$ cat src/rtl/hazard_pkg.sv
`default_nettype none
// ============================================================================
// Module      : hazard_pkg
// Description : Shared types and constants for the hazard scheduler.
//               Contains the scheduler state enum, the scoreboard entry type,
//               and the scoreboard depth, drain length and branch timeout.
// Revision    : 1.0 - initial release
// ============================================================================
package hazard_pkg;

    localparam int SB_DEPTH     = 3;
    localparam int DRAIN_CYCLES = 3;
    localparam int BR_TIMEOUT   = 7;

    typedef enum logic [1:0] {
        ST_RUN     = 2'd0,
        ST_BR_WAIT = 2'd1,
        ST_DRAIN   = 2'd2,
        ST_HALTED  = 2'd3
    } state_t;

    // One in-flight register write: valid, destination, produced by a load
    typedef struct packed {
        logic       v;
        logic [2:0] rd;
        logic       ld;
    } sb_entry_t;

endpackage
`default_nettype wire

$ cat src/rtl/hazard_scoreboard.sv
`default_nettype none
// ============================================================================
// Module      : hazard_scoreboard
// Description : Three-stage shift pipe of in-flight register writes plus the
//               RAW compare against the decode-stage source registers.
//               Stage 3 is covered by the register-file bypass, so only
//               stages 1 and 2 take part in the compare.
//               Build option HAZARD_FWD_EN: an ALU forwarding path exists, so
//               only a load in stage 1 can cause a hazard (load-use).
// Ports       : clk, rst (sync, active-low)
//               i_valid, i_rs, i_rt, i_rs_used, i_rt_used  - decode sources
//               i_regwrt, i_memread, i_rd                  - decode write info
//               i_run                                      - scheduler in RUN
//               o_hazard                                   - RAW hazard now
// Revision    : 1.0 - initial release
// ============================================================================
module hazard_scoreboard
    import hazard_pkg::*;
(
    input  logic       clk,
    input  logic       rst,
    input  logic       i_valid,
    input  logic [2:0] i_rs,
    input  logic [2:0] i_rt,
    input  logic       i_rs_used,
    input  logic       i_rt_used,
    input  logic       i_regwrt,
    input  logic       i_memread,
    input  logic [2:0] i_rd,
    input  logic       i_run,
    output logic       o_hazard
);

    sb_entry_t r_sb [SB_DEPTH];
    logic      w_hit1;

    function automatic logic src_hit(sb_entry_t e, logic [2:0] s, logic used);
        return used && e.v && (e.rd == s);
    endfunction

    always_comb begin
        w_hit1 = src_hit(r_sb[0], i_rs, i_rs_used) | src_hit(r_sb[0], i_rt, i_rt_used);
    end

`ifdef HAZARD_FWD_EN
    // Forwarding covers ALU results; only a load one stage ahead must stall
    assign o_hazard = i_valid & i_run & w_hit1 & r_sb[0].ld;
`else
    logic w_hit2;

    always_comb begin
        w_hit2 = src_hit(r_sb[1], i_rs, i_rs_used) | src_hit(r_sb[1], i_rt, i_rt_used);
    end

    assign o_hazard = i_valid & i_run & (w_hit1 | w_hit2);
`endif

    // A stalled or non-RUN decode enters the pipe as a bubble
    always_ff @(posedge clk) begin
        if (!rst) begin
            for (int i = 0; i < SB_DEPTH; i++) begin
                r_sb[i] <= '0;
            end
        end else begin
            r_sb[0].v  <= i_valid & i_regwrt & ~o_hazard & i_run;
            r_sb[0].rd <= i_rd;
            r_sb[0].ld <= i_memread;
            for (int i = 1; i < SB_DEPTH; i++) begin
                r_sb[i] <= r_sb[i-1];
            end
        end
    end

endmodule
`default_nettype wire

$ cat src/rtl/hazard_sched.sv
`default_nettype none
// ============================================================================
// Module      : hazard_sched
// Description : Pipeline hazard scheduler. Stalls decode on RAW hazards,
//               flushes fetch while a branch resolves (with a sticky timeout
//               error), drains the pipe on HALT and counts stall cycles.
//               Build option HAZARD_FWD_EN selects load-use-only stalls.
// Ports       : clk, rst (sync, active-low)
//               id_*        - decode-stage instruction information
//               br_resolve  - execute has resolved the outstanding branch
//               nop_mech    - force decode control to NOP
//               pc_hold     - freeze PC and IF/ID register
//               if_flush    - squash the fetched instruction
//               halted      - pipeline drained after HALT
//               err         - sticky branch-timeout error
//               stall_cnt   - saturating RAW-stall cycle count
// Revision    : 1.0 - initial release
// ============================================================================
module hazard_sched
    import hazard_pkg::*;
(
    input  logic        clk,
    input  logic        rst,
    input  logic        id_valid,
    input  logic [2:0]  id_rs,
    input  logic [2:0]  id_rt,
    input  logic        id_rs_used,
    input  logic        id_rt_used,
    input  logic        id_regwrt,
    input  logic        id_memread,
    input  logic [2:0]  id_rd,
    input  logic        id_branch,
    input  logic        id_halt,
    input  logic        br_resolve,
    output logic        nop_mech,
    output logic        pc_hold,
    output logic        if_flush,
    output logic        halted,
    output logic        err,
    output logic [15:0] stall_cnt
);

    localparam logic [2:0] c_br_last    = 3'(BR_TIMEOUT - 1);
    localparam logic [2:0] c_drain_last = 3'(DRAIN_CYCLES - 1);

    state_t      r_state;
    logic [2:0]  r_cnt;
    logic        r_err;
    logic [15:0] r_stall_cnt;
    logic        w_hazard;
    logic        w_run;

    assign w_run = (r_state == ST_RUN);

    hazard_scoreboard u_scoreboard (
        .clk       (clk),
        .rst       (rst),
        .i_valid   (id_valid),
        .i_rs      (id_rs),
        .i_rt      (id_rt),
        .i_rs_used (id_rs_used),
        .i_rt_used (id_rt_used),
        .i_regwrt  (id_regwrt),
        .i_memread (id_memread),
        .i_rd      (id_rd),
        .i_run     (w_run),
        .o_hazard  (w_hazard)
    );

    always_ff @(posedge clk) begin
        if (!rst) begin
            r_state     <= ST_RUN;
            r_cnt       <= '0;
            r_err       <= 1'b0;
            r_stall_cnt <= '0;
        end else begin
            if (w_hazard && (r_stall_cnt != 16'hFFFF)) begin
                r_stall_cnt <= r_stall_cnt + 16'd1;
            end
            case (r_state)
                ST_RUN: begin
                    r_cnt <= '0;
                    // Hazard wins: the instruction is held and re-evaluated
                    if (!w_hazard) begin
                        if (id_valid && id_halt) begin
                            r_state <= ST_DRAIN;
                        end else if (id_valid && id_branch) begin
                            r_state <= ST_BR_WAIT;
                        end
                    end
                end
                ST_BR_WAIT: begin
                    if (br_resolve) begin
                        r_state <= ST_RUN;
                        r_cnt   <= '0;
                    end else if (r_cnt == c_br_last) begin
                        r_err   <= 1'b1;
                        r_state <= ST_RUN;
                        r_cnt   <= '0;
                    end else begin
                        r_cnt <= r_cnt + 3'd1;
                    end
                end
                ST_DRAIN: begin
                    // Scoreboard has shifted out every write after these cycles
                    if (r_cnt == c_drain_last) begin
                        r_state <= ST_HALTED;
                        r_cnt   <= '0;
                    end else begin
                        r_cnt <= r_cnt + 3'd1;
                    end
                end
                ST_HALTED: begin
                    r_state <= ST_HALTED;
                end
                default: begin
                    r_state <= ST_RUN;
                end
            endcase
        end
    end

    assign nop_mech  = w_hazard | ~w_run;
    assign pc_hold   = w_hazard | (r_state == ST_DRAIN) | (r_state == ST_HALTED);
    assign if_flush  = (r_state == ST_BR_WAIT);
    assign halted    = (r_state == ST_HALTED);
    assign err       = r_err;
    assign stall_cnt = r_stall_cnt;

endmodule
`default_nettype wire

$ cat config.mk
export PLATFORM = sky130hd
export DESIGN_NAME = hazard_sched
export DESIGN_NICKNAME = d
export VERILOG_FILES = /design/src/rtl/hazard_pkg.sv /design/src/rtl/hazard_scoreboard.sv /design/src/rtl/hazard_sched.sv
export SDC_FILE = /design/constraint.sdc
export NUM_CORES = 1
export LEC_CHECK = 0
export ABC_CLOCK_PERIOD_IN_PS = 5000
export BUFFER_PORTS_ARGS = -buffer_cell sky130_fd_sc_hd__buf_2
export CAP_MARGIN = 10
export CORE_AREA = 2 2 69 71
export CTS_CLUSTER_SIZE = 30
export DETAILED_ROUTE_END_ITERATION = 10
export DIE_AREA = 0 0 71 73
export PLACE_DENSITY = 0.66
export SYNTH_ARGS = -nofsm -noshare
export SYNTH_HDL_FRONTEND = slang
export SYNTH_SLANG_ARGS = --single-unit
$ cat constraint.sdc
create_clock -name clk -period 5 [get_ports clk]
set_input_delay 1.5 -clock clk [delete_from_list [all_inputs] [get_ports clk]]
set_output_delay 1.5 -clock clk [all_outputs]
set_load 0.005 [all_outputs]
==> results_dict.tcl <==
set metrics [dict create \
    status "completed" \
    vias 1530 \
    cp_max_fo 7 \
    placed_cell_area_um2 1960 \
    reg2reg_from "r_state[0]" \
    post-place-ws_ns 0.732 \
    ys_async_sr_fraction_pct 0 \
    endpoint_kind "primary output" \
    port_buffers 38 \
    maxCapViolCount 0 \
    dp_hpwl_mm 2.74 \
    cts_setup_buffers 0 \
    grt_max_degree 26 \
    synthCells 194 \
    finalSetupViolCount 0 \
    finalWorstSetupSlack_ns 0.734 \
    crit_required_ns 3.50 \
    ys.flop_type "dfxtp_1" \
    yosysTopAreaCell "dfxtp_1" \
    leakagePower_nw 0.814 \
    first_global_vias 1448 \
    regToRegEndpoint "r_state[1]" \
    cts-buffers-inserted 5 \
    max_freq_mhz 234 \
    post_cts_resized 0 \
    worstPathArrival_ns 2.77 \
    fillers 458 \
    synth-edff-count 0 \
    synth_cell_types 42 \
    synth_area_um2 1730 \
    drtAntennaViolNets 0 \
    nNetsFinal 259 \
    ys_seq_area_share_pct 34.7 \
    powerDensity_nw_per_um2 305 \
    period_share_pct 85.3 \
    die_area_um2 5180 \
    synth_top_area_share_pct 34.7 \
    rsz0062_at_grt "no" \
    row_count 25 \
    drt_iter0_markers 50 \
    die_y_um 73 \
    layout_commonest_cell "buf_2" \
    cts_hold_buf 0 \
    diodes 0 \
    clock_latency_ns 0.29 \
    wire_per_inst_um 12.8 \
    peakVddDrop_mv 0.127 \
    area_delta_synth_final_pct 18.5 \
    drc 0 \
    wl_mm 3.69 \
    rrSetupSlack_ns 2.80 \
    max_slew_margin_pct 61.4 \
    tns_ns 0 \
    reg2reg_depth 7 \
    holdWs_ns 0.464 \
    dieWidth_um 71 \
    ios 40 \
    grt_overflow 0 \
    htree_levels 2 \
    crit_start "id_rs[1]" \
    stdcell_area_um2 2050 \
    dr.pass1.iters 4 \
    crit_type "in -> out" \
    cts_tree "done" \
    antenna_found_initial 0 \
    clkTransAtPathRegs_ns 0.06 \
    finalHoldViolations 0 \
    via_per_inst 5.31 \
    synth.ff_latch_count 30 \
    worst_pin_slew_ns 0.575 \
    drv_slew 0 \
    clock_skew_ns 0.00697 \
    grt_usage_pct 15.3 \
    gp_congestion 0.755 \
    min_period_ns 4.27 \
    clock_path_buffers 2 \
    root_buffer "clkbuf_8" \
    coreArea_um2 4540 \
    total_power_mw 0.625 \
    yosys-top-cells-area "dfxtp_1 35%, xor2_1 6.1%, ha_1 5.1%" \
    syn_nets 220 \
    drive_gt1_share_pct 24.8 \
    mostFrequentLayoutCells "38 x buf_2, 30 x dfxtp_1, 19 x nand2_1" \
    start_util_pct 38.1 \
    cp-endpoint "nop_mech" \
    min_path_type "reg -> reg" \
    critPathLaunchType "input port" \
    grt_pass1_wl_mm 6.29 \
    avgSynthCellArea_um2 8.91 \
    cts.sinks 30 \
    yosysWarnings 0 \
]
==> registers in the layout, indices dropped and copies added (netlist names) <==
name / cells
r_cnt: 3
r_state: 2
err: 1
u_scoreboard.r_sb: 8
stall_cnt: 16
==> cells by family after synthesis <==
logic type,after synthesis,synth area share [%]
and+or+nand+nor,90,31.9
AOI/OAI and AO/OA,34,13.6
DFF,30,34.7
xor gates and xnor gates,13,6.58
buffers and inverters,12,3.47
muxes,8,4.63
adders and majority gates,7,5.06
==> stage by stage <==
step           util (%)  std cells
2_1_floorplan         -        194
3_3_place_gp       43.1        280
3_5_place_dp       43.1        280
4_1_cts            45.2        288
5_1_grt            45.2        288
6_report           45.2        288
==> power by group <==
group	switching [mW]	internal, mW
Clock	0.0904	0.111
Sequential	0.0149	0.252
Combinational	0.0899	0.0675
==> routing by layer <==
metal / GRT usage, % / vias up / wire (µm)
met1: 18.6 / 709 / 1790
met3: 4.97 / 7 / 177
li1: - / 782 / -
met2: 24.8 / 32 / 1640
met4: 6.71 / 0 / 85
met5: 0 / - / 0
==> cell type report <==
class                   instances  area [µm²]  share of cell area (%)
clock inverters                 1        5.00                   0.244
repair buffers                 40         205                    10.0
flip-flops and latches         30         601                    29.3
clock buffers                   7        86.3                    4.22
well taps                      54        67.6                    3.30
multi-input cells             152        1070                    52.2
inverters                       4        15.0                   0.733
==> synth_stat cells (2+ instances only) <==
cell type,number
xor2_1,12
dfxtp_1,30
o21a_1,2
nor2b_1,3
nand3_1,9
nand4_1,7
mux2i_1,8
nor3b_1,2
nor4_1,2
inv_1,4
or3_1,7
nor3_1,4
nand2_1,19
nor4_2,5
buf_6,2
a21oi_1,10
and2_1,8
clkbuf_1,6
a311oi_1,2
nor2_1,7
and3_1,2
nand2b_1,7
or4_1,2
o31ai_1,2
ha_1,7
o21ai_0,9
==> critical path: stages <==
cell and delay (ns):
buf_2 0.11, xor2_1 0.23, nor4_2 0.10, o41ai_4 0.56, nand2_1 0.12, buf_2 0.14
==> worst min-delay path by stage <==
stage	cells after the start	to	start	slack (ns)
5_1_grt	2	err	err	0.50
4_1_cts	2	err	err	0.47
3_3_place_gp	2	err	err	0.45
3_5_place_dp	2	err	err	0.45
6_report	2	err	err	0.46
2_1_floorplan	1	u_scoreboard.r_sb[0][9]	u_scoreboard.r_sb[0][4]	0.45
No activity file was read; power rests on OpenSTA's default activity.
